<file path="config.mk">
export PLATFORM = sky130hd
export DESIGN_NAME = d8m_cfg_sequencer_flat
export DESIGN_NICKNAME = d
export VERILOG_FILES = /design/src/rtl/d8m_cfg_pkg.sv /design/src/rtl/d8m_cfg_sequencer_if.sv /design/src/rtl/d8m_cfg_timer.sv /design/src/rtl/d8m_cfg_sequencer.sv /design/src/flat_wrapper.sv
export SDC_FILE = /design/constraint.sdc
export NUM_CORES = 1
export LEC_CHECK = 0
export BUFFER_PORTS_ARGS = -buffer_cell sky130_fd_sc_hd__clkbuf_2
export CAP_MARGIN = 20
export CORE_MARGIN = 10
export CORE_UTILIZATION = 51
export CTS_CLUSTER_DIAMETER = 200
export DETAILED_ROUTE_END_ITERATION = 16
export GPL_ROUTABILITY_DRIVEN = 0
export PLACE_DENSITY = 0.76
export SYNTH_ARGS = -nofsm -noshare
export SYNTH_HDL_FRONTEND = slang
export SYNTH_SLANG_ARGS = --single-unit
export TNS_END_PERCENT = 5
</file>
<file path="constraint.sdc">
create_clock -name clk_clk -period 1.9 [get_ports clk_clk]
set_input_delay 0.475 -clock clk_clk [delete_from_list [all_inputs] [get_ports clk_clk]]
set_output_delay 0.475 -clock clk_clk [all_outputs]
set_load 0.01 [all_outputs]
</file>
<file path="src/rtl/d8m_cfg_pkg.sv">
// rtl/d8m_cfg_pkg.sv - shared types and constants for the D8M configuration sequencer
//
// Purpose : table entry layout, special device codes and FSM state encodings.
// Macro   : CFG_READBACK_EN adds the two read-back states and the read-data comparator.
package d8m_cfg_pkg;

   // Table entry layout: [39:33] dev7, [32] wide, [31:16] reg, [15:0] data
   localparam int ENTRY_W     = 40;
   localparam int ENT_DEV_HI  = 39;
   localparam int ENT_DEV_LO  = 33;
   localparam int ENT_WIDE    = 32;
   localparam int ENT_REG_HI  = 31;
   localparam int ENT_REG_LO  = 16;
   localparam int ENT_DATA_HI = 15;
   localparam int ENT_DATA_LO = 0;

   localparam logic [6:0] DEV_DELAY = 7'h00;
   localparam logic [6:0] DEV_END   = 7'h7F;

   typedef struct packed {
      logic [6:0]  dev;
      logic        wide;
      logic [15:0] reg_addr;
      logic [15:0] data;
   } cfg_entry_t;

   // FSM state encodings
   localparam int         ST_W        = 4;
   localparam logic [3:0] ST_IDLE     = 4'd0;
   localparam logic [3:0] ST_RST_HOLD = 4'd1;
   localparam logic [3:0] ST_SETTLE   = 4'd2;
   localparam logic [3:0] ST_FETCH_A  = 4'd3;
   localparam logic [3:0] ST_FETCH_D  = 4'd4;
   localparam logic [3:0] ST_DECODE   = 4'd5;
   localparam logic [3:0] ST_ISSUE    = 4'd6;
   localparam logic [3:0] ST_WAIT     = 4'd7;
   localparam logic [3:0] ST_DELAY    = 4'd8;
   localparam logic [3:0] ST_NEXT     = 4'd9;
   localparam logic [3:0] ST_DONE     = 4'd10;
   localparam logic [3:0] ST_ERROR    = 4'd11;
`ifdef CFG_READBACK_EN
   localparam logic [3:0] ST_RD_ISSUE = 4'd12;
   localparam logic [3:0] ST_RD_WAIT  = 4'd13;
`endif

   function automatic cfg_entry_t decode_entry(input logic [ENTRY_W-1:0] raw);
      cfg_entry_t e;
      e.dev      = raw[ENT_DEV_HI:ENT_DEV_LO];
      e.wide     = raw[ENT_WIDE];
      e.reg_addr = raw[ENT_REG_HI:ENT_REG_LO];
      e.data     = raw[ENT_DATA_HI:ENT_DATA_LO];
      return e;
   endfunction

`ifdef CFG_READBACK_EN
   // A byte-wide register only returns its low byte meaningfully
   function automatic logic rb_match(input cfg_entry_t e, input logic [15:0] rdata);
      if (e.wide) return rdata == e.data;
      return rdata[7:0] == e.data[7:0];
   endfunction
`endif

endpackage

</file>
<file path="src/rtl/d8m_cfg_sequencer_if.sv">
// rtl/d8m_cfg_sequencer_if.sv - transaction-level I2C master request/response bundle
//
// Purpose : groups the sequencer <-> I2C master handshake.
// Ports   : i2c_req/i2c_gnt request handshake; i2c_dev/i2c_reg/i2c_data/i2c_wide/i2c_rd
//           transaction fields; i2c_done/i2c_nack/i2c_rdata completion response.
interface d8m_cfg_sequencer_if;
   logic        i2c_req;
   logic        i2c_gnt;
   logic [6:0]  i2c_dev;
   logic [15:0] i2c_reg;
   logic [15:0] i2c_data;
   logic        i2c_wide;
   logic        i2c_rd;
   logic        i2c_done;
   logic        i2c_nack;
   logic [15:0] i2c_rdata;

   modport master (
      output i2c_req, i2c_dev, i2c_reg, i2c_data, i2c_wide, i2c_rd,
      input  i2c_gnt, i2c_done, i2c_nack, i2c_rdata
   );

   modport slave (
      input  i2c_req, i2c_dev, i2c_reg, i2c_data, i2c_wide, i2c_rd,
      output i2c_gnt, i2c_done, i2c_nack, i2c_rdata
   );
endinterface

</file>
<file path="src/rtl/d8m_cfg_timer.sv">
// rtl/d8m_cfg_timer.sv - cycle counter plus millisecond prescaled down-counter
//
// Purpose : times the reset hold / settle intervals in cycles and delay entries in ms.
// Ports   : clk, rst_n (async active-low);
//           cyc_load/cyc_val -> cyc_expired (counter at zero);
//           ms_load/ms_val   -> ms_expired  (final tick of the last ms reached).
module d8m_cfg_timer #(
   parameter int CLK_HZ = 50_000_000,
   parameter int CYC_W  = 16
) (
   input  logic             clk,
   input  logic             rst_n,
   input  logic             cyc_load,
   input  logic [CYC_W-1:0] cyc_val,
   output logic             cyc_expired,
   input  logic             ms_load,
   input  logic [15:0]      ms_val,
   output logic             ms_expired
);

   localparam int TICK  = (CLK_HZ / 1000 > 0) ? CLK_HZ / 1000 : 1;
   localparam int PRE_W = (TICK > 1) ? $clog2(TICK) : 1;
   localparam logic [PRE_W-1:0] PRE_MAX = PRE_W'(TICK - 1);

   logic [CYC_W-1:0] cyc_q, cyc_d;
   logic [PRE_W-1:0] pre_q, pre_d;
   logic [15:0]      ms_q,  ms_d;

   always_comb begin
      cyc_d = cyc_q;
      if (cyc_load)          cyc_d = cyc_val;
      else if (cyc_q != '0)  cyc_d = cyc_q - 1'b1;
   end

   // Prescaler restarts on every load so a delay is measured from the load edge
   always_comb begin
      pre_d = pre_q;
      ms_d  = ms_q;
      if (ms_load) begin
         pre_d = PRE_MAX;
         ms_d  = ms_val;
      end else if (ms_q != '0) begin
         if (pre_q == '0) begin
            pre_d = PRE_MAX;
            ms_d  = ms_q - 1'b1;
         end else begin
            pre_d = pre_q - 1'b1;
         end
      end
   end

   always_ff @(posedge clk or negedge rst_n) begin
      if (!rst_n) begin
         cyc_q <= '0;
         pre_q <= '0;
         ms_q  <= '0;
      end else begin
         cyc_q <= cyc_d;
         pre_q <= pre_d;
         ms_q  <= ms_d;
      end
   end

   assign cyc_expired = (cyc_q == '0);
   // Flag expiry on the last cycle of the final ms so n ms spans exactly n*TICK cycles
   assign ms_expired  = (ms_q == '0) || (ms_q == 16'd1 && pre_q == '0);

endmodule

</file>
<file path="src/rtl/d8m_cfg_sequencer.sv">
// rtl/d8m_cfg_sequencer.sv - D8M MIPI bridge power-up reset and register table sequencer
//
// Purpose : holds the bridge in reset, lets it settle, then writes each ROM table entry
//           through the I2C master with NACK retry and ms delay entries.
// Ports   : clk_clk, reset_reset_n (async active-low), start pulse;
//           rom_addr/rom_data table ROM (data one cycle after address);
//           i2c master-modport bundle; mipi_reset_n bridge reset;
//           busy/done/error status and err_index of the failing entry.
// Macro   : CFG_READBACK_EN enables read-back verification of every acknowledged write.
module d8m_cfg_sequencer
   import d8m_cfg_pkg::*;
#(
   parameter int  CLK_HZ          = 50_000_000,
   parameter int  RST_HOLD_CYCLES = 1000,
   parameter int  SETTLE_CYCLES   = 50000,
   parameter int  N_ENTRIES       = 256,
   parameter int  MAX_RETRY       = 3,
   localparam int IDX_W           = $clog2(N_ENTRIES)
) (
   input  logic                 clk_clk,
   input  logic                 reset_reset_n,
   input  logic                 start,
   output logic [IDX_W-1:0]     rom_addr,
   input  logic [ENTRY_W-1:0]   rom_data,
   d8m_cfg_sequencer_if.master  i2c,
   output logic                 mipi_reset_n,
   output logic                 busy,
   output logic                 done,
   output logic                 error,
   output logic [IDX_W-1:0]     err_index
);

   localparam int CYC_MAX = (RST_HOLD_CYCLES > SETTLE_CYCLES) ? RST_HOLD_CYCLES : SETTLE_CYCLES;
   localparam int CYC_W   = $clog2(CYC_MAX + 1);
   localparam int RETRY_W = (MAX_RETRY > 0) ? $clog2(MAX_RETRY + 1) : 1;

   localparam logic [CYC_W-1:0]   HOLD_LOAD   = CYC_W'(RST_HOLD_CYCLES - 1);
   localparam logic [CYC_W-1:0]   SETTLE_LOAD = CYC_W'(SETTLE_CYCLES - 1);
   localparam logic [RETRY_W-1:0] RETRY_MAX   = RETRY_W'(MAX_RETRY);
   localparam logic [IDX_W-1:0]   IDX_LAST    = IDX_W'(N_ENTRIES - 1);

   logic [ST_W-1:0]    state_q,     state_d;
   logic [IDX_W-1:0]   index_q,     index_d;
   logic [IDX_W-1:0]   err_index_q, err_index_d;
   logic [RETRY_W-1:0] retry_q,     retry_d;
   cfg_entry_t         entry_q,     entry_d;
   logic               req_q,       req_d;
   logic [6:0]         dev_q,       dev_d;
   logic [15:0]        reg_q,       reg_d;
   logic [15:0]        data_q,      data_d;
   logic               wide_q,      wide_d;
   logic               mipi_q,      mipi_d;
   logic               busy_q,      busy_d;
   logic               done_q,      done_d;
   logic               error_q,     error_d;
`ifdef CFG_READBACK_EN
   logic               rd_q,        rd_d;
`endif

   logic               cyc_load, cyc_expired;
   logic [CYC_W-1:0]   cyc_val;
   logic               ms_load, ms_expired;
   logic               attempt_failed;

   d8m_cfg_timer #(
      .CLK_HZ (CLK_HZ),
      .CYC_W  (CYC_W)
   ) u_timer (
      .clk         (clk_clk),
      .rst_n       (reset_reset_n),
      .cyc_load    (cyc_load),
      .cyc_val     (cyc_val),
      .cyc_expired (cyc_expired),
      .ms_load     (ms_load),
      .ms_val      (entry_q.data),
      .ms_expired  (ms_expired)
   );

   always_comb begin
      state_d        = state_q;
      index_d        = index_q;
      err_index_d    = err_index_q;
      retry_d        = retry_q;
      entry_d        = entry_q;
      req_d          = req_q;
      dev_d          = dev_q;
      reg_d          = reg_q;
      data_d         = data_q;
      wide_d         = wide_q;
      mipi_d         = mipi_q;
      busy_d         = busy_q;
      done_d         = done_q;
      error_d        = error_q;
`ifdef CFG_READBACK_EN
      rd_d           = rd_q;
`endif
      cyc_load       = 1'b0;
      cyc_val        = '0;
      ms_load        = 1'b0;
      attempt_failed = 1'b0;

      case (state_q)
         // start is only honoured while not busy; mid-sequence pulses fall through
         ST_IDLE, ST_DONE, ST_ERROR: begin
            if (start) begin
               done_d      = 1'b0;
               error_d     = 1'b0;
               err_index_d = '0;
               index_d     = '0;
               retry_d     = '0;
               mipi_d      = 1'b0;
               busy_d      = 1'b1;
               cyc_load    = 1'b1;
               cyc_val     = HOLD_LOAD;
               state_d     = ST_RST_HOLD;
            end
         end
         ST_RST_HOLD: begin
            if (cyc_expired) begin
               mipi_d   = 1'b1;
               cyc_load = 1'b1;
               cyc_val  = SETTLE_LOAD;
               state_d  = ST_SETTLE;
            end
         end
         ST_SETTLE: begin
            if (cyc_expired) state_d = ST_FETCH_A;
         end
         ST_FETCH_A: state_d = ST_FETCH_D;
         ST_FETCH_D: begin
            entry_d = decode_entry(rom_data);
            state_d = ST_DECODE;
         end
         ST_DECODE: begin
            if (entry_q.dev == DEV_END) begin
               busy_d  = 1'b0;
               done_d  = 1'b1;
               state_d = ST_DONE;
            end else if (entry_q.dev == DEV_DELAY) begin
               if (entry_q.data == 16'd0) begin
                  state_d = ST_NEXT;
               end else begin
                  ms_load = 1'b1;
                  state_d = ST_DELAY;
               end
            end else begin
               dev_d   = entry_q.dev;
               reg_d   = entry_q.reg_addr;
               data_d  = entry_q.data;
               wide_d  = entry_q.wide;
               req_d   = 1'b1;
`ifdef CFG_READBACK_EN
               rd_d    = 1'b0;
`endif
               state_d = ST_ISSUE;
            end
         end
         ST_ISSUE: begin
            if (i2c.i2c_gnt) begin
               req_d   = 1'b0;
               state_d = ST_WAIT;
            end
         end
         ST_WAIT: begin
            if (i2c.i2c_done) begin
               if (i2c.i2c_nack) begin
                  attempt_failed = 1'b1;
               end else begin
`ifdef CFG_READBACK_EN
                  req_d   = 1'b1;
                  rd_d    = 1'b1;
                  state_d = ST_RD_ISSUE;
`else
                  state_d = ST_NEXT;
`endif
               end
            end
         end
`ifdef CFG_READBACK_EN
         ST_RD_ISSUE: begin
            if (i2c.i2c_gnt) begin
               req_d   = 1'b0;
               state_d = ST_RD_WAIT;
            end
         end
         ST_RD_WAIT: begin
            if (i2c.i2c_done) begin
               rd_d = 1'b0;
               if (!i2c.i2c_nack && rb_match(entry_q, i2c.i2c_rdata)) state_d = ST_NEXT;
               else                                                     attempt_failed = 1'b1;
            end
         end
`endif
         ST_DELAY: begin
            if (ms_expired) state_d = ST_NEXT;
         end
         ST_NEXT: begin
            retry_d = '0;
            if (index_q == IDX_LAST) begin
               busy_d  = 1'b0;
               done_d  = 1'b1;
               state_d = ST_DONE;
            end else begin
               index_d = index_q + 1'b1;
               state_d = ST_FETCH_A;
            end
         end
         default: state_d = ST_IDLE;
      endcase

      // Every failed attempt (write NACK, or read-back NACK/mismatch) restarts from the write
      if (attempt_failed) begin
         if (retry_q < RETRY_MAX) begin
            retry_d = retry_q + 1'b1;
            req_d   = 1'b1;
`ifdef CFG_READBACK_EN
            rd_d    = 1'b0;
`endif
            state_d = ST_ISSUE;
         end else begin
            busy_d      = 1'b0;
            error_d     = 1'b1;
            err_index_d = index_q;
            state_d     = ST_ERROR;
         end
      end
   end

   always_ff @(posedge clk_clk or negedge reset_reset_n) begin
      if (!reset_reset_n) begin
         state_q     <= ST_IDLE;
         index_q     <= '0;
         err_index_q <= '0;
         retry_q     <= '0;
         entry_q     <= '0;
         req_q       <= 1'b0;
         dev_q       <= '0;
         reg_q       <= '0;
         data_q      <= '0;
         wide_q      <= 1'b0;
         mipi_q      <= 1'b0;
         busy_q      <= 1'b0;
         done_q      <= 1'b0;
         error_q     <= 1'b0;
`ifdef CFG_READBACK_EN
         rd_q        <= 1'b0;
`endif
      end else begin
         state_q     <= state_d;
         index_q     <= index_d;
         err_index_q <= err_index_d;
         retry_q     <= retry_d;
         entry_q     <= entry_d;
         req_q       <= req_d;
         dev_q       <= dev_d;
         reg_q       <= reg_d;
         data_q      <= data_d;
         wide_q      <= wide_d;
         mipi_q      <= mipi_d;
         busy_q      <= busy_d;
         done_q      <= done_d;
         error_q     <= error_d;
`ifdef CFG_READBACK_EN
         rd_q        <= rd_d;
`endif
      end
   end

   assign rom_addr      = index_q;
   assign i2c.i2c_req   = req_q;
   assign i2c.i2c_dev   = dev_q;
   assign i2c.i2c_reg   = reg_q;
   assign i2c.i2c_data  = data_q;
   assign i2c.i2c_wide  = wide_q;
`ifdef CFG_READBACK_EN
   assign i2c.i2c_rd    = rd_q;
`else
   assign i2c.i2c_rd    = 1'b0;
   logic unused_rdata;
   assign unused_rdata  = ^i2c.i2c_rdata;
`endif
   assign mipi_reset_n  = mipi_q;
   assign busy          = busy_q;
   assign done          = done_q;
   assign error         = error_q;
   assign err_index     = err_index_q;

endmodule

</file>
<file path="src/flat_wrapper.sv">
// flat-port wrapper written by rule: the top's interface ports become plain ports
module d8m_cfg_sequencer_flat import d8m_cfg_pkg::*;
#(
   parameter int  CLK_HZ          = 50_000_000,
   parameter int  RST_HOLD_CYCLES = 1000,
   parameter int  SETTLE_CYCLES   = 50000,
   parameter int  N_ENTRIES       = 256,
   parameter int  MAX_RETRY       = 3,
   localparam int IDX_W           = $clog2(N_ENTRIES)
)
  (clk_clk, reset_reset_n, start, rom_addr, rom_data, mipi_reset_n, busy, done, error, err_index, i2c_i2c_req, i2c_i2c_dev, i2c_i2c_reg, i2c_i2c_data, i2c_i2c_wide, i2c_i2c_rd, i2c_i2c_gnt, i2c_i2c_done, i2c_i2c_nack, i2c_i2c_rdata);
  d8m_cfg_sequencer_if i2c_i ();
  input  logic clk_clk;
  input  logic reset_reset_n;
  input  logic start;
  output logic [IDX_W-1:0] rom_addr;
  input  logic [ENTRY_W-1:0] rom_data;
  output logic mipi_reset_n;
  output logic busy;
  output logic done;
  output logic error;
  output logic [IDX_W-1:0] err_index;
  output wire logic [$bits(i2c_i.i2c_req)-1:0] i2c_i2c_req;
  output wire logic [$bits(i2c_i.i2c_dev)-1:0] i2c_i2c_dev;
  output wire logic [$bits(i2c_i.i2c_reg)-1:0] i2c_i2c_reg;
  output wire logic [$bits(i2c_i.i2c_data)-1:0] i2c_i2c_data;
  output wire logic [$bits(i2c_i.i2c_wide)-1:0] i2c_i2c_wide;
  output wire logic [$bits(i2c_i.i2c_rd)-1:0] i2c_i2c_rd;
  input wire logic [$bits(i2c_i.i2c_gnt)-1:0] i2c_i2c_gnt;
  input wire logic [$bits(i2c_i.i2c_done)-1:0] i2c_i2c_done;
  input wire logic [$bits(i2c_i.i2c_nack)-1:0] i2c_i2c_nack;
  input wire logic [$bits(i2c_i.i2c_rdata)-1:0] i2c_i2c_rdata;
  assign i2c_i2c_req = i2c_i.i2c_req;
  assign i2c_i2c_dev = i2c_i.i2c_dev;
  assign i2c_i2c_reg = i2c_i.i2c_reg;
  assign i2c_i2c_data = i2c_i.i2c_data;
  assign i2c_i2c_wide = i2c_i.i2c_wide;
  assign i2c_i2c_rd = i2c_i.i2c_rd;
  assign i2c_i.i2c_gnt = i2c_i2c_gnt;
  assign i2c_i.i2c_done = i2c_i2c_done;
  assign i2c_i.i2c_nack = i2c_i2c_nack;
  assign i2c_i.i2c_rdata = i2c_i2c_rdata;
  d8m_cfg_sequencer #(.CLK_HZ(CLK_HZ), .RST_HOLD_CYCLES(RST_HOLD_CYCLES), .SETTLE_CYCLES(SETTLE_CYCLES), .N_ENTRIES(N_ENTRIES), .MAX_RETRY(MAX_RETRY)) u_core (.clk_clk(clk_clk), .reset_reset_n(reset_reset_n), .start(start), .rom_addr(rom_addr), .rom_data(rom_data), .i2c(i2c_i), .mipi_reset_n(mipi_reset_n), .busy(busy), .done(done), .error(error), .err_index(err_index));
endmodule
</file>
== Yosys cells after proc, flatten, opt, wreduce, memory -nomap -nowiden ==
Cells that the tools add are included.

* Register bits after elaboration: 155
* Output and inout port bits: 62
* Word-level logic and storage cells: 145
* Bits of input ports: 62

* Reductions and logical operators: 23
* Multiplexer cells: 68
* Magnitude comparators: 1
* $add $sub $neg: 5
* Equal/unequal tests: 26
* Bitwise operators: 2

{| class="wikitable"
|+ Operators with widths
! kind !! number
|-
| $mux 16 || 9
|-
| $logic_not 16->1 || 4
|-
| $mux 4 || 12
|-
| $mux 8 || 6
|-
| $sub 16x1->16 const B || 3
|-
| $pmux 4 s10 || 1
|-
| $pmux 16 s2 || 1
|-
| $reduce_bool 16->1 || 2
|-
| $mux 1 || 28
|-
| $eq 16x1->1 const B || 1
|-
| $eq 4x3->1 const B || 4
|-
| $eq 4x4->1 const B || 4
|-
| $pmux 8 s2 || 1
|-
| $ne 3x2->1 const B || 4
|-
| $mux 10 || 1
|-
| $reduce_bool 2->1 || 5
|-
| $ne 3x1->1 const B || 3
|-
| $reduce_and 3->1 || 3
|-
| $add 8x1->8 const B || 1
|-
| $eq 4x2->1 const B || 2
|-
| $eq 8x8->1 const B || 1
|-
| $eq 7x7->1 const B || 1
|-
| $logic_not 7->1 || 1
|-
| $reduce_and 7->1 || 1
|-
| other kinds (17) || 26
|}

== Depth between registers and ports, before layout ==
Gate-level depths: netlist of run 1.

* Depth in word-level cells: 7
* Mapped depth: 9
* Depth with buffers taken out: 7

== By module ==
From an unflattened synthesis of run 1, not the netlist that was laid out.

* Cells, all modules: 644
* Area, all modules: 7492.2 um2

{| class="wikitable"
|+ By module, submodules not included
! module !! times used !! cells an instance !! area an instance (um2) !! seq. area each (um2)
|-
| d8m_cfg_sequencer || 1 || 321 || 4551.9 || 2677.6
|-
| d8m_cfg_timer || 1 || 323 || 2940.3 || 1201.2
|}

== Worst setup path after synthesis of run 1 ==
OpenSTA, ideal clock, no wires.

* Path type: register to register
* Start point: register u_core.u_timer.cyc_q[10]
* End point: register u_core.state_q[1]
* Clock period less this slack: 2088 ps
* Slack: -188 ps
* Path buffers: 1
* Library setup time: 125 ps
* Data required time: 1775 ps
* Arrival time: 1963 ps
* Stages on the path, launching flop included: 7
* Cell sequence: dfrtp_1 or3_4 or4_4 buf_6 nor2_8 o2111ai_4 mux2_4

* Longest elaborated chain between the ends: 3
* Elaborated cells on any way between the ends: 4
* Those cells by class: eq/ne: 2; reduce/logical: 2

{| class="wikitable"
|+ RTL lines
! element !! line !! text
|-
| start: declaration || d8m_cfg_timer.sv:25 || <nowiki>logic [CYC_W-1:0] cyc_q, cyc_d;</nowiki>
|-
| start signal: assignment || d8m_cfg_timer.sv:58 || <nowiki>cyc_q <= cyc_d;</nowiki>
|-
| $logic_not 16->1 * || d8m_cfg_timer.sv:64 || <nowiki>assign cyc_expired = (cyc_q == '0);</nowiki>
|-
| $ne 3x1->1 (no source line) || - ||
|-
| $reduce_and 7->1 (no source line) * || - ||
|-
| end signal: assignment || d8m_cfg_sequencer.sv:249 || <nowiki>state_q <= state_d;</nowiki>
|-
| end: declaration || d8m_cfg_sequencer.sv:42 || <nowiki>logic [ST_W-1:0] state_q, state_d;</nowiki>
|}

Every way passes the cells marked *; elsewhere a longest branch is shown, timed or not.
A chain may end at the register's enable or synchronous reset.

== Worst setup path in the final report of run 1 ==
* Start point: register u_core.u_timer.cyc_q[12]
* End point: register u_core.state_q[1]

The elaborated chain is that of the path after synthesis.

==> out/qor.txt, run 1 <==
SYNTH
------------------------------------------------------------------------------------------------------
Number of enable flip-flop cells after synthesis                                                     0
Async set-or-reset flop fraction in the synthesized netlist                                       100%
Post-synthesis instance total                                                                      669
Post-synth cell types                                                                               67
Cell area after technology mapping                                                          7430 sq um
Fraction of the yosys area taken by sequential cells                                             52.2%
YS warnings                                                                                          0
Synth Register Bits                                                                                155
Syn nets                                                                                           739
Syn_area_per_cell                                                                           11.1 sq um
Most common flop cell mapped by yosys                                                          dfrtp_1

FLOORPLANNING
------------------------------------------------------------------------------------------------------
Die width                                                                                  141 microns
Initial core utilization                                                                         51.5%
DIE AREA                                                                                   19800 sq um
Count of boundary I/O pins                                                                         124
Placeable core area                                                                        14400 sq um
Vertical die dimension                                                                     141 microns
Count of standard-cell rows                                                                         44

GLOBAL ROUTE
------------------------------------------------------------------------------------------------------
Wire length of the first global-routing pass                                                   33.2 mm
Via count of the first global-routing pass                                                        6713
Overall overflow remaining after global route                                                        0
Antenna violations before repair                                                                     0
Combined global-route utilization of all metal layers                                            20.3%
Largest net degree at the start of global routing                                                   48

MIN PATH
------------------------------------------------------------------------------------------------------
Worst min-delay path endpoint                                                             u_core.entry_q[30]
Critical hold path startpoint                                                             rom_data[30]
Path type of the worst min-delay path                                                     input pin to flip-flop
Hold Path Stages                                                                                     2

STA
------------------------------------------------------------------------------------------------------
Slew margin rel.                                                                                 65.0%
Minimum period implied by the final worst setup slack                                          2030 ps
Final Max Tran Viols                                                                                 0
Top achievable clock speed                                                                     493 MHz
Final number of hold-violating endpoints                                                             0
Final setup slack of the worst path                                                            -129 ps
Clock tree skew after final layout                                                             9.60 ps
Final-layout worst hold slack                                                                   273 ps
Final setup violation count                                                                         19
Worst Max-Slew Pin Slew                                                                         520 ps
Sum Neg Setup Slack                                                                            -943 ps
Setup repair after global routing missed its margin                                               true
Portion of the clock cycle consumed by the worst path in the final layout                         107%

CTS
------------------------------------------------------------------------------------------------------
Number of buffers created by CTS                                                                    17
Number of buffers on the longest clock path                                                          2
Clock tree from TritonCTS                                                                         done
Clock transition at the register clock pins on the worst setup and hold paths after CTS          70 ps
TritonCTS Sinks                                                                                    155
Root Buffer Master                                                                           clkbuf_16
H-Tree Level Count                                                                                   4
Worst-skew pair later-pin latency                                                               430 ps

WORST SETUP PATH
------------------------------------------------------------------------------------------------------
Crit path arrival time                                                                         2340 ps
Reg-to-Reg Start                                                                          u_core.u_timer.cyc_q[12]
Worst reg2reg setup slack                                                                      -130 ps
Cell Chain, Critical Path                                                                 or3_4 -> or4_4 -> nor2_8 -> o2111ai_4 -> mux2_4
Critical path capture point type                                                             flip-flop
Critical-path top delay cell                                                                     or4_4
R2r endpoint                                                                              u_core.state_q[1]
Depth of the worst register-to-register path                                                         5
Endpoint required time on the critical path                                                    2210 ps
Max stage delay on crit path                                                                    530 ps
Critical path launch point type                                                              flip-flop
Class of the most critical setup path                                                     flip-flop to flip-flop
Largest fanout on the critical path                                                                  8

POWER
------------------------------------------------------------------------------------------------------
Reported net switching power                                                                   5.78 mW
Leakage                                                                                        4.40 nW
Total power consumption of the routed design                                                   15.9 mW
Sequential group share of total power                                                            35.7%
Internal Dissipation                                                                           10.1 mW
Power per Cell Area                                                                       1580 nW/um^2
Gate power share                                                                                 42.6%
VDD IR-drop max                                                                                1090 uV
Clock network fraction of design power                                                           21.7%
Switching power as a share of total power                                                        36.3%

FINISH
------------------------------------------------------------------------------------------------------
Diode count                                                                                          0
Biggest register                                                                          u_core.entry_q
Proportion of layout cells with a drive suffix above 1                                           46.7%
Filler Cells Inserted                                                                              965
Final #Nets                                                                                        967
Max FFs per register                                                                                40
Core utilization of the finished layout                                                          69.7%
Post-Layout Cell Count                                                                            1094
Area growth from synthesis to layout                                                             35.2%
Post-route design area                                                                     10100 sq um

STATUS
------------------------------------------------------------------------------------------------------
Failing checks                                                                            setup timing
Run status                                                                                finished with violations

PLACED DESIGN
------------------------------------------------------------------------------------------------------
Worst Setup Slack post-DPL                                                                     -213 ps
Final HPWL DP                                                                                  14.0 mm
Dpl cell area                                                                               9070 sq um
Dpl cells                                                                                         1054
Port Buf Inserts                                                                                   106

JOB
------------------------------------------------------------------------------------------------------
Maximum capacitance violations                                                                       0

DETAILED ROUTING
------------------------------------------------------------------------------------------------------
Routed wirelength normalized by instance count                                            18.9 microns
Drt pass-1 iters                                                                                     5
DRC marker count from the first detailed-route iteration                                           496
Vias per inst                                                                                     5.86
Number of remaining DRC errors                                                                       0
Total Routed Length                                                                            20.6 mm
Overall via count from detail_route                                                               6411
Final ANT Viol Nets                                                                                  0

[cells by family (layout without fill, tap and decap cells)]
| group | Yosys count | in the layout | share of synthesized area [%] |
|---|---|---|---|
| AO/OA/AOI/OAI | 121 | 121 | 10.1 |
| XOR/XNOR | 23 | 23 | 2.71 |
| adder cells (fa/ha/maj) | 8 | 8 | 1.35 |
| buffers and inverters | 42 | 283 | 2.66 |
| flip-flops | 155 | 155 | 52.2 |
| multiplexers | 88 | 88 | 13.3 |
| other | 1 | 1 | 0.0504 |
| AND/OR/NAND/NOR | 231 | 231 | 17.7 |
[routing by layer]
layer / up-vias / track usage, % / routed length (microns)
li1: 2901 / - / -
met1: 3198 / 23.1 / 8070
met2: 259 / 34.0 / 10500
met3: 53 / 6.52 / 1490
met4: 0 / 9.51 / 598
met5: - / 0 / 0
[cells in the mapped netlist, types with 10 or more instances]
library cell | number | area share [%]
o21ai_0 | 50 | 3.4
clkbuf_1 | 17 | 0.86
nor3_1 | 13 | 0.88
nor4_1 | 13 | 1.1
a21oi_1 | 26 | 1.8
mux2_2 | 82 | 12
xnor2_1 | 14 | 1.6
nand2_1 | 72 | 3.6
dfrtp_1 | 155 | 52
nand3_1 | 21 | 1.4
inv_1 | 10 | 0.50
nor2_1 | 36 | 1.8
[layout make-up]
type / count / area (sq um) / area share [%]
clock inverters: 14 / 161 / 1.61
inverters: 10 / 37.5 / 0.373
well taps: 184 / 230 / 2.29
flip-flops and latches: 155 / 3880 / 38.6
multi-input cells: 472 / 3660 / 36.4
clock buffers: 18 / 439 / 4.37
repair buffers: 241 / 1650 / 16.4
[layout by cell type, fill, tap and decap left out, types with 9 or more instances in the layout]
cell type and count:
dfrtp_1 155, buf_4 121, clkbuf_2 105, mux2_2 82, nand2_1 68, o21ai_0 37
nor2_1 34, a21oi_1 21, nand3_1 20, clkbuf_16 17, xnor2_1 14, o21ai_1 12
nor3_1 9, nand4_1 9, xor2_1 9, buf_6 9
[how the worst max path moves through the flow]
stage | start | end | slack, ps | cells past startpoint
finish | u_core.u_timer.cyc_q[12] | u_core.state_q[1] | -130 | 5
global route | u_core.u_timer.pre_q[0] | u_core.state_q[1] | -190 | 8
CTS | u_core.state_q[3] | u_core.rom_addr[3] | -120 | 6
detailed placement | u_core.u_timer.pre_q[0] | u_core.u_timer.ms_q[14] | -210 | 7
global placement | u_core.u_timer.pre_q[0] | u_core.u_timer.ms_q[14] | -120 | 7
floorplan | u_core.u_timer.cyc_q[10] | u_core.state_q[1] | -150 | 6
[worst max-delay path, delay by kind of cell, from the launching register on]
family | cells | cell delay [ps]
compound gates | 1 | 130
flops | 1 | 380
mux | 1 | 320
simple gates | 3 | 1080
[what timing repair did]
action                                  4_1_cts  5_1_grt
endpoints found under the setup margin       60      132
gates resized for setup                      38       44
pin swaps                                    20       21
hold endpoints to repair                     43        0
hold buffers                                  1        0
buffers inserted                              1        6
[power by group through the flow]
| stage | clock network [mW] | registers (mW) | logic (mW) |
|---|---|---|---|
| CTS | 3.50 | 5.60 | 6.45 |
| detailed placement | 0 | 5.56 | 6.18 |
| global route | 3.64 | 5.82 | 7.34 |
| finish | 3.45 | 5.68 | 6.79 |
| global placement | 0 | 5.44 | 5.91 |
| floorplan | 0 | 5.77 | 3.13 |
Power figures use the tool's default switching activity.
==> run 2: changes to the inputs <==
--- a/config.mk
+++ b/config.mk
@@ -15,5 +15,6 @@
 export PLACE_DENSITY = 0.76
 export SYNTH_ARGS = -nofsm -noshare
 export SYNTH_HDL_FRONTEND = slang
+export SYNTH_HIERARCHICAL = 1
 export SYNTH_SLANG_ARGS = --single-unit
 export TNS_END_PERCENT = 5
==> run 2 against run 1 <==
  * Fmax down 18%
  * Largest cell class unchanged
  * Clock skew increased by 1.3 ps
  * Synthesized cell count shrank 3.7%
  * Sequential cell count unchanged
  * Sequential power down 2%
  * First-iteration DRC count fell by 15%
  * Critical path type unchanged
  * Hold slack got worse by 10 ps
  * Global-route usage is 0.22 points higher
  * Combinational power grew 9.9%
  * The run still ends with setup timing left
  * Register-to-register slack got worse by 460 ps
  * Sequential share of layout area down 1.1 points
  * Synthesized area is 0.77% higher
==> out/qor.txt, run 2 <==
STA
------------------------------------------------------------------------------------------------------
Clock tree skew after final layout                                                             10.9 ps   +1.31 ps
Final setup violation count                                                                         81   +62
Final Max Tran Viols                                                                                 0   unchanged
Top achievable clock speed                                                                     402 MHz   -18%
Final number of hold-violating endpoints                                                             0   unchanged
Portion of the clock cycle consumed by the worst path in the final layout                         131%   +24 points
Slew margin rel.                                                                                 65.1%   about the same
Worst Max-Slew Pin Slew                                                                         519 ps   -1.22 ps
Minimum period implied by the final worst setup slack                                          2490 ps   +458 ps
Sum Neg Setup Slack                                                                          -26500 ps   -25550 ps
Final setup slack of the worst path                                                            -586 ps   -458 ps
Setup repair after global routing missed its margin                                               true

FLOORPLANNING
------------------------------------------------------------------------------------------------------
Initial core utilization                                                                         51.7%   +0.20 points
DIE AREA                                                                                   19900 sq um   +0.66%
Vertical die dimension                                                                     141 microns   +0.33%
Count of boundary I/O pins                                                                         124   unchanged
Count of standard-cell rows                                                                         44   unchanged
Placeable core area                                                                        14500 sq um   +0.38%
Die width                                                                                  141 microns   +0.33%

WORST SETUP PATH
------------------------------------------------------------------------------------------------------
Endpoint required time on the critical path                                                    2260 ps   +50 ps
Cell Chain, Critical Path                                                                 or4_4 -> buf_6 -> nor4_4 -> a21oi_1 -> nor2_1 -> mux2_4 -> nor4_2 -> nand3b_1 -> buf_4 -> o211ai_1
Critical-path top delay cell                                                                     or4_4
Max stage delay on crit path                                                                    550 ps   +20 ps
Depth of the worst register-to-register path                                                        10   +5
Class of the most critical setup path                                                     flip-flop to flip-flop
Largest fanout on the critical path                                                                  4   -4
Crit path arrival time                                                                         2840 ps   +500 ps
Critical path launch point type                                                              flip-flop
Critical path capture point type                                                             flip-flop

FINISH
------------------------------------------------------------------------------------------------------
Multi-input combinational cell area                                                         3660 sq um   about the same
Area occupied by registers                                                                  3880 sq um   unchanged
Biggest register                                                                          u_core/entry_q
Diode count                                                                                          0   unchanged
Proportion of layout cells with a drive suffix above 1                                           49.1%   +2.4 points
Final #Nets                                                                                        967   unchanged
Post-route design area                                                                     10400 sq um   +3.0%
Max FFs per register                                                                                40   unchanged
Filler Cells Inserted                                                                              919   -4.8%
Core utilization of the finished layout                                                          71.5%   +1.8 points
Area growth from synthesis to layout                                                             38.2%
Highest-count cells in the layout ignoring fill and taps                                  dfrtp_1, buf_4, clkbuf_2
Most frequent standard cell in the layout excluding fill and tap cells                         dfrtp_1

DETAILED ROUTING
------------------------------------------------------------------------------------------------------
Routed wirelength normalized by instance count                                            19.4 microns   +2.7%
Vias per inst                                                                                     5.69   -2.9%
Total Routed Length                                                                            21.2 mm   +2.6%
Drt pass-1 iters                                                                                     5   unchanged
Overall via count from detail_route                                                               6221   -3.0%
Final ANT Viol Nets                                                                                  0   unchanged
Number of remaining DRC errors                                                                       0   unchanged
DRC marker count from the first detailed-route iteration                                           420   -15%

SYNTH
------------------------------------------------------------------------------------------------------
Synth cell count leaders                                                                  dfrtp_1, mux2_2, nand2_1
Multiplexer share of the synthesized area                                                        14.8%   +1.5 points
Cell area after technology mapping                                                          7490 sq um   +0.77%
Async set-or-reset flop fraction in the synthesized netlist                                       100%   unchanged
Number of enable flip-flop cells after synthesis                                                     0   unchanged
Fraction of the yosys area taken by sequential cells                                             51.8%   -0.40 points
Top cells by area, synth                                                                  dfrtp_1, mux2_2, mux2_4, o21ai_0, nand2_1
Post-synth cell types                                                                               68   +1.5%
Xor/xnor cell area share of the yosys netlist                                                    3.16%   +0.45 points
YS warnings                                                                                          6   +6
Post-synthesis instance total                                                                      644   -3.7%
Portion of synthesized cell area occupied by the leading cell type                               51.8%   -0.40 points
Synth Register Bits                                                                                155   unchanged
Synth Area in Simple Gates                                                                       15.8%   -1.9 points
Most common flop cell mapped by yosys                                                          dfrtp_1
Largest family of logic cells by synthesized area                                         simple AND/OR/NAND/NOR gates
Syn_area_per_cell                                                                           11.6 sq um   +4.7%
Synth area leader                                                                              dfrtp_1
Post-synthesis compound-gate area fraction                                                       9.52%   -0.60 points
Cell with the most instances after synthesis                                                   dfrtp_1
Adder-cell share of the synthesized area                                                         1.50%   +0.16 points

JOB
------------------------------------------------------------------------------------------------------
Maximum capacitance violations                                                                       0   unchanged

STATUS
------------------------------------------------------------------------------------------------------
Run status                                                                                finished with violations
Failing checks                                                                            setup timing

PLACED DESIGN
------------------------------------------------------------------------------------------------------
Worst Setup Slack post-DPL                                                                     -683 ps   -470 ps
Port Buf Inserts                                                                                   106   unchanged
Final HPWL DP                                                                                  14.2 mm   +0.89%
Dpl cell area                                                                               9330 sq um   +2.9%

CTS
------------------------------------------------------------------------------------------------------
Worst-skew pair later-pin latency                                                               440 ps   about the same
Root Buffer Master                                                                           clkbuf_16
Clock tree from TritonCTS                                                                         done
Number of buffers created by CTS                                                                    17   unchanged
Clock transition at the register clock pins on the worst setup and hold paths after CTS          80 ps   about the same
TritonCTS Sinks                                                                                    155   unchanged
H-Tree Level Count                                                                                   4   unchanged
Number of buffers on the longest clock path                                                          2   unchanged

MIN PATH
------------------------------------------------------------------------------------------------------
Hold Path Stages                                                                                     2   unchanged
Path type of the worst min-delay path                                                     input pin to flip-flop

GLOBAL ROUTE
------------------------------------------------------------------------------------------------------
Via count of the first global-routing pass                                                        6653   -0.89%
Largest net degree at the start of global routing                                                   47   -2.1%
Combined global-route utilization of all metal layers                                            20.6%   +0.22 points
Wire length of the first global-routing pass                                                   33.7 mm   +1.7%
Overall overflow remaining after global route                                                        0   unchanged
Antenna violations before repair                                                                     0   unchanged

POWER
------------------------------------------------------------------------------------------------------
Leakage                                                                                        4.85 nW   +10%
Power per Cell Area                                                                       1610 nW/um^2   +1.8%
Total power consumption of the routed design                                                   16.7 mW   +4.9%
VDD IR-drop max                                                                                1120 uV   +2.6%

[run 2: cell count changes after synthesis, sizes merged, moves of 6 or more]
cell / change
nand3: -15
o21ai: -13
nand2: -34
a21oi: -14
a22o: +14
o41ai: +6
nor3: +13
[run 2: path summary, 6_finish.rpt]
check / start / slack [ps] / to
hold reg to reg: u_core/done / 480 / u_core/done
setup reg to reg: u_core/u_timer/pre_q[11] / -590 / u_core/state_q[2]
min in group asynchronous: reset_reset_n / 560 / u_core/u_timer/ms_q[8]
hold / removal: rom_data[14] / 260 / u_core/entry_q[14]
setup / recovery: u_core/u_timer/pre_q[11] / -590 / u_core/state_q[2]
max in group asynchronous: reset_reset_n / 720 / u_core/entry_q[37]
[run 2: cell type report]
type | count | area share [%]
sequential | 155 | 37.5
inverter | 15 | 0.544
clock inverter | 15 | 2.05
clock buffer | 17 | 4.11
multi-input combinational | 443 | 35.4
tap | 184 | 2.22
timing repair buffer | 264 | 18.3
[run 2: per-layer routing]
layer / vias to the layer above / GRT usage [%] / wire, microns / part of all wire (%)
li1: 2865 / - / - / -
met1: 3116 / 23.0 / 8090 / 38
met2: 196 / 35.4 / 11200 / 53
met3: 44 / 7.59 / 1460 / 6.9
met4: 0 / 6.90 / 401 / 1.9
met5: - / 0 / 0 / 0
[run 2: critical path, delay by kind of cell (launching register included)]
family                 cells  cell delay, ps
multiplexers               1             160
flip-flops                 1             410
AND/OR/NAND/NOR            5            1240
buffers and inverters      2             340
AO/OA/AOI/OAI              2             260
[run 2: repair_timing]
item / CTS / global route
hold buffers: 1 / 0
setup buffers: 8 / 1
endpoints found under the hold margin: 4 / 0
pin swaps: 7 / 12
endpoints found under the setup margin: 95 / 139
resized for setup: 33 / 54
gates cloned: 1 / 0
[run 2: logic make-up (layout without fill, tap and decap cells)]
| group | count (synthesis) | after routing |
|---|---|---|
| buffers and inverters | 51 | 311 |
| AOI/OAI and AO/OA | 104 | 104 |
| xor gates and xnor gates | 27 | 27 |
| muxes | 93 | 93 |
| adders and majority gates | 9 | 9 |
| DFF | 155 | 155 |
| other | 1 | 6 |
| and+or+nand+nor | 204 | 204 |
[run 2: stage by stage]
step	instances	hold slack [ps]
6_report	1093	262
2_1_floorplan	649	179
5_1_grt	1093	260
3_3_place_gp	1050	458
4_1_cts	1092	250
3_5_place_dp	1050	464
[run 2: power by group]
part	total, mW	leakage (nW)	internal [mW]	switching [mW]
registers	5.59	1.96	4.64	0.950
clock network	3.64	0.311	1.94	1.70
logic	7.46	2.58	3.97	3.49
==> run 3: changes to the inputs <==
--- a/config.mk
+++ b/config.mk
@@ -7,6 +7,7 @@
 export LEC_CHECK = 0
 export BUFFER_PORTS_ARGS = -buffer_cell sky130_fd_sc_hd__clkbuf_2
 export CAP_MARGIN = 20
+export CORE_ASPECT_RATIO = 1.1
 export CORE_MARGIN = 10
 export CORE_UTILIZATION = 51
 export CTS_CLUSTER_DIAMETER = 200
==> run 3 against run 2 <==
  * The run still ends with setup timing left
  * Power is essentially flat
  * Largest power group unchanged
  * Clock power is 3% lower
  * Combinational power grew 2%
  * Register-to-register slack worse by 110 ps
  * Via count is 2.5% higher
  * Final cell count increased by 0.55%
  * Die area is essentially flat
  * Clock-buffer cell count up 2
  * First-iteration DRC count rose by 27%
  * Non-clock buffer count fell by 3
  * Routed wire length grew 2.1%
==> out/qor.txt, run 3 (synthesis gave the netlist of run 2 again) <==
STATUS
------------------------------------------------------------------------------------------------------
Run status                                                                                finished with violations
Failing checks                                                                            setup timing

CTS
------------------------------------------------------------------------------------------------------
Worst-skew pair later-pin latency                                                               430 ps   about the same
Root Buffer Master                                                                           clkbuf_16
Number of buffers on the longest clock path                                                          2   unchanged
Clock transition at the register clock pins on the worst setup and hold paths after CTS          60 ps   -20 ps
Clock tree from TritonCTS                                                                         done
H-Tree Level Count                                                                                   4   unchanged
Number of buffers created by CTS                                                                    17   unchanged
TritonCTS Sinks                                                                                    155   unchanged

WORST SETUP PATH
------------------------------------------------------------------------------------------------------
Total number of cells along the worst setup path                                                     9   -1
Cell Chain, Critical Path                                                                 or4_4 -> or4_4 -> nor3b_4 -> inv_2 -> buf_6 -> o41ai_4 -> or2_2 -> a21oi_1 -> a31oi_1
Critical path capture point type                                                             flip-flop
Reg-to-Reg Start                                                                          u_core/entry_q[35]
Endpoint required time on the critical path                                                    2240 ps   -20 ps
Worst Setup EP                                                                            u_core/u_timer/pre_q[2]
Worst reg2reg setup slack                                                                      -690 ps   -110 ps
Max stage delay on crit path                                                                    570 ps   +20 ps
Critical path launch point type                                                              flip-flop
Cell type with the highest occurrence count on the critical path                                 or4_4
Crit path arrival time                                                                         2930 ps   +90 ps
Critical Path Source                                                                      u_core/entry_q[35]
Largest fanout on the critical path                                                                  7   +3
Delay-heaviest family, CP                                                                 simple AND/OR/NAND/NOR gates
R2r endpoint                                                                              u_core/u_timer/pre_q[2]
Class of the most critical setup path                                                     flip-flop to flip-flop
Critical-path top delay cell                                                                     or4_4
Worst path bufs/invs                                                                                 2   unchanged
Depth of the worst register-to-register path                                                         9   -1

FLOORPLANNING
------------------------------------------------------------------------------------------------------
Initial core utilization                                                                         52.1%   +0.32 points
Vertical die dimension                                                                     147 microns   +4.2%
Count of boundary I/O pins                                                                         124   unchanged
Placeable core area                                                                        14400 sq um   -0.62%
DIE AREA                                                                                   19900 sq um   about the same
Count of standard-cell rows                                                                         46   +4.5%
Die width                                                                                  136 microns   -4.0%

FINISH
------------------------------------------------------------------------------------------------------
Biggest register                                                                          u_core/entry_q
Diode count                                                                                          0   unchanged
Most frequent standard cell in the layout excluding fill and tap cells                         dfrtp_1
Final #Nets                                                                                        965   -0.21%
Core utilization of the finished layout                                                          71.9%   +0.42 points
Highest-count cells in the layout ignoring fill and taps                                  dfrtp_1, buf_4, clkbuf_2
Proportion of layout cells with a drive suffix above 1                                           49.3%   +0.22 points
Area growth from synthesis to layout                                                             38.2%   about the same
Filler Cells Inserted                                                                              908   -1.2%
Max FFs per register                                                                                40   unchanged

DETAILED ROUTING
------------------------------------------------------------------------------------------------------
Vias per inst                                                                                     5.80   +1.9%
Routed wirelength normalized by instance count                                            19.7 microns   +1.5%
Number of remaining DRC errors                                                                       0   unchanged
Drt pass-1 iters                                                                                     6   +1
Total Routed Length                                                                            21.6 mm   +2.1%
Final ANT Viol Nets                                                                                  0   unchanged
Overall via count from detail_route                                                               6374   +2.5%
DRC marker count from the first detailed-route iteration                                           535   +27%

GLOBAL ROUTE
------------------------------------------------------------------------------------------------------
Global Route met1 Usage                                                                          23.1%   +0.16 points
Most utilized layer in the global route result                                                    met2
Met2 track demand over resource in global routing                                                35.4%   +0.057 points
Combined global-route utilization of all metal layers                                            20.4%   -0.15 points
Largest net degree at the start of global routing                                                   50   +6.4%
Overall overflow remaining after global route                                                        0   unchanged
M3 GR Usage                                                                                      5.63%   -2.0 points
Wire length of the first global-routing pass                                                   33.4 mm   -0.86%
Via count of the first global-routing pass                                                        6697   +0.66%
Antenna violations before repair                                                                     0   unchanged

POWER
------------------------------------------------------------------------------------------------------
Sequential group share of total power                                                            33.4%   about the same
Gate power share                                                                                 45.5%   +0.8 points
VDD IR-drop max                                                                                1120 uV   +0.24%
Power per Cell Area                                                                       1610 nW/um^2   about the same
Clock network fraction of design power                                                           21.1%   -0.7 points
Reported net switching power                                                                   5.98 mW   -2.6%
Leakage                                                                                        4.83 nW   -0.35%
Internal Dissipation                                                                           10.7 mW   +1.5%
Switching power as a share of total power                                                        35.8%   -0.95 points

PLACED DESIGN
------------------------------------------------------------------------------------------------------
Worst Setup Slack post-DPL                                                                     -733 ps   -49.6 ps
Final HPWL DP                                                                                  14.1 mm   -0.28%
Port Buf Inserts                                                                                   106   unchanged

STA
------------------------------------------------------------------------------------------------------
Top achievable clock speed                                                                     386 MHz   -4.1%
Final setup slack of the worst path                                                            -692 ps   -106 ps
Final setup violation count                                                                         78   -3.7%
Portion of the clock cycle consumed by the worst path in the final layout                         136%   +5.6 points
Minimum period implied by the final worst setup slack                                          2590 ps   +106 ps
Slew margin rel.                                                                                 51.0%   -14 points
Worst Max-Slew Pin Slew                                                                         726 ps   +207 ps
Final Max Tran Viols                                                                                 0   unchanged
Final number of hold-violating endpoints                                                             0   unchanged
Clock tree skew after final layout                                                             11.8 ps   +0.873 ps
Setup repair after global routing missed its margin                                               true

MIN PATH
------------------------------------------------------------------------------------------------------
Path type of the worst min-delay path                                                     input pin to flip-flop
Hold Path Stages                                                                                     2   unchanged

JOB
------------------------------------------------------------------------------------------------------
Maximum capacitance violations                                                                       0   unchanged

-- run 3: area by class of cell --
class	instances	area, sq um	share of cell area, %
Timing Repair Buffer	261	1840	17.8
Clock buffer	19	443	4.28
Multi-Input combinational cell	444	3730	36.0
Sequential cell	155	3880	37.5
Tap cell	192	240	2.32
Clock inverter	13	165	1.60
Inverter	15	56.3	0.544
-- run 3: power groups by stage --
stage                     Combinational [mW]  Clock [mW]  Sequential, mW
after floorplan                         3.31           0            5.73
after global placement                  6.39           0            5.39
after detailed placement                6.70           0            5.49
after CTS                               7.12        3.56            5.50
after global routing                    8.14        3.72            5.71
final                                   7.60        3.53            5.57
-- run 3: timing repair --
| action | CTS | global route |
|---|---|---|
| endpoints found under the hold margin | 41 | 0 |
| hold buffers | 1 | 0 |
| setup endpoints to repair | 94 | 92 |
| pin swaps | 14 | 12 |
| gates resized for setup | 57 | 41 |
| setup buffers | 5 | 6 |
| gates cloned | 0 | 1 |
-- run 3: how the worst min path moves through the flow --
stage / start / end
floorplan: reset_reset_n / u_core/busy
global placement: reset_reset_n / u_core/u_timer/pre_q[14]
detailed placement: reset_reset_n / u_core/u_timer/pre_q[14]
CTS: rom_data[20] / u_core/entry_q[20]
global route: rom_data[21] / u_core/entry_q[21]
finish: rom_data[25] / u_core/entry_q[25]
-- run 3: worst register-to-register path, cell delays in order, from the launching register on --
cell,delay (ps)
dfrtp_1,390
or4_4,570
or4_4,460
nor3b_4,270
inv_2,90
buf_6,150
o41ai_4,110
or2_2,220
a21oi_1,80
a31oi_1,170
-- run 3: through the flow --
stage                     instances  total power [mW]  hold slack, ps  area, sq um  TNS, ps
after floorplan                 649              9.04             179         7560   -21960
after global placement         1054              11.8             432         9290   -17980
after detailed placement       1054              12.2             439         9290   -21950
after CTS                      1092              16.2             266        10100   -20660
after global routing           1099              17.6             277        10400   -34520
final                          1099              16.7             277        10400   -30330
-- run 3: metal layers --
metal	share of wire, %	up-vias
met1	38	3189
met3	5.7	64
li1	-	2874
met2	53	247
met5	0	-
met4	2.8	0
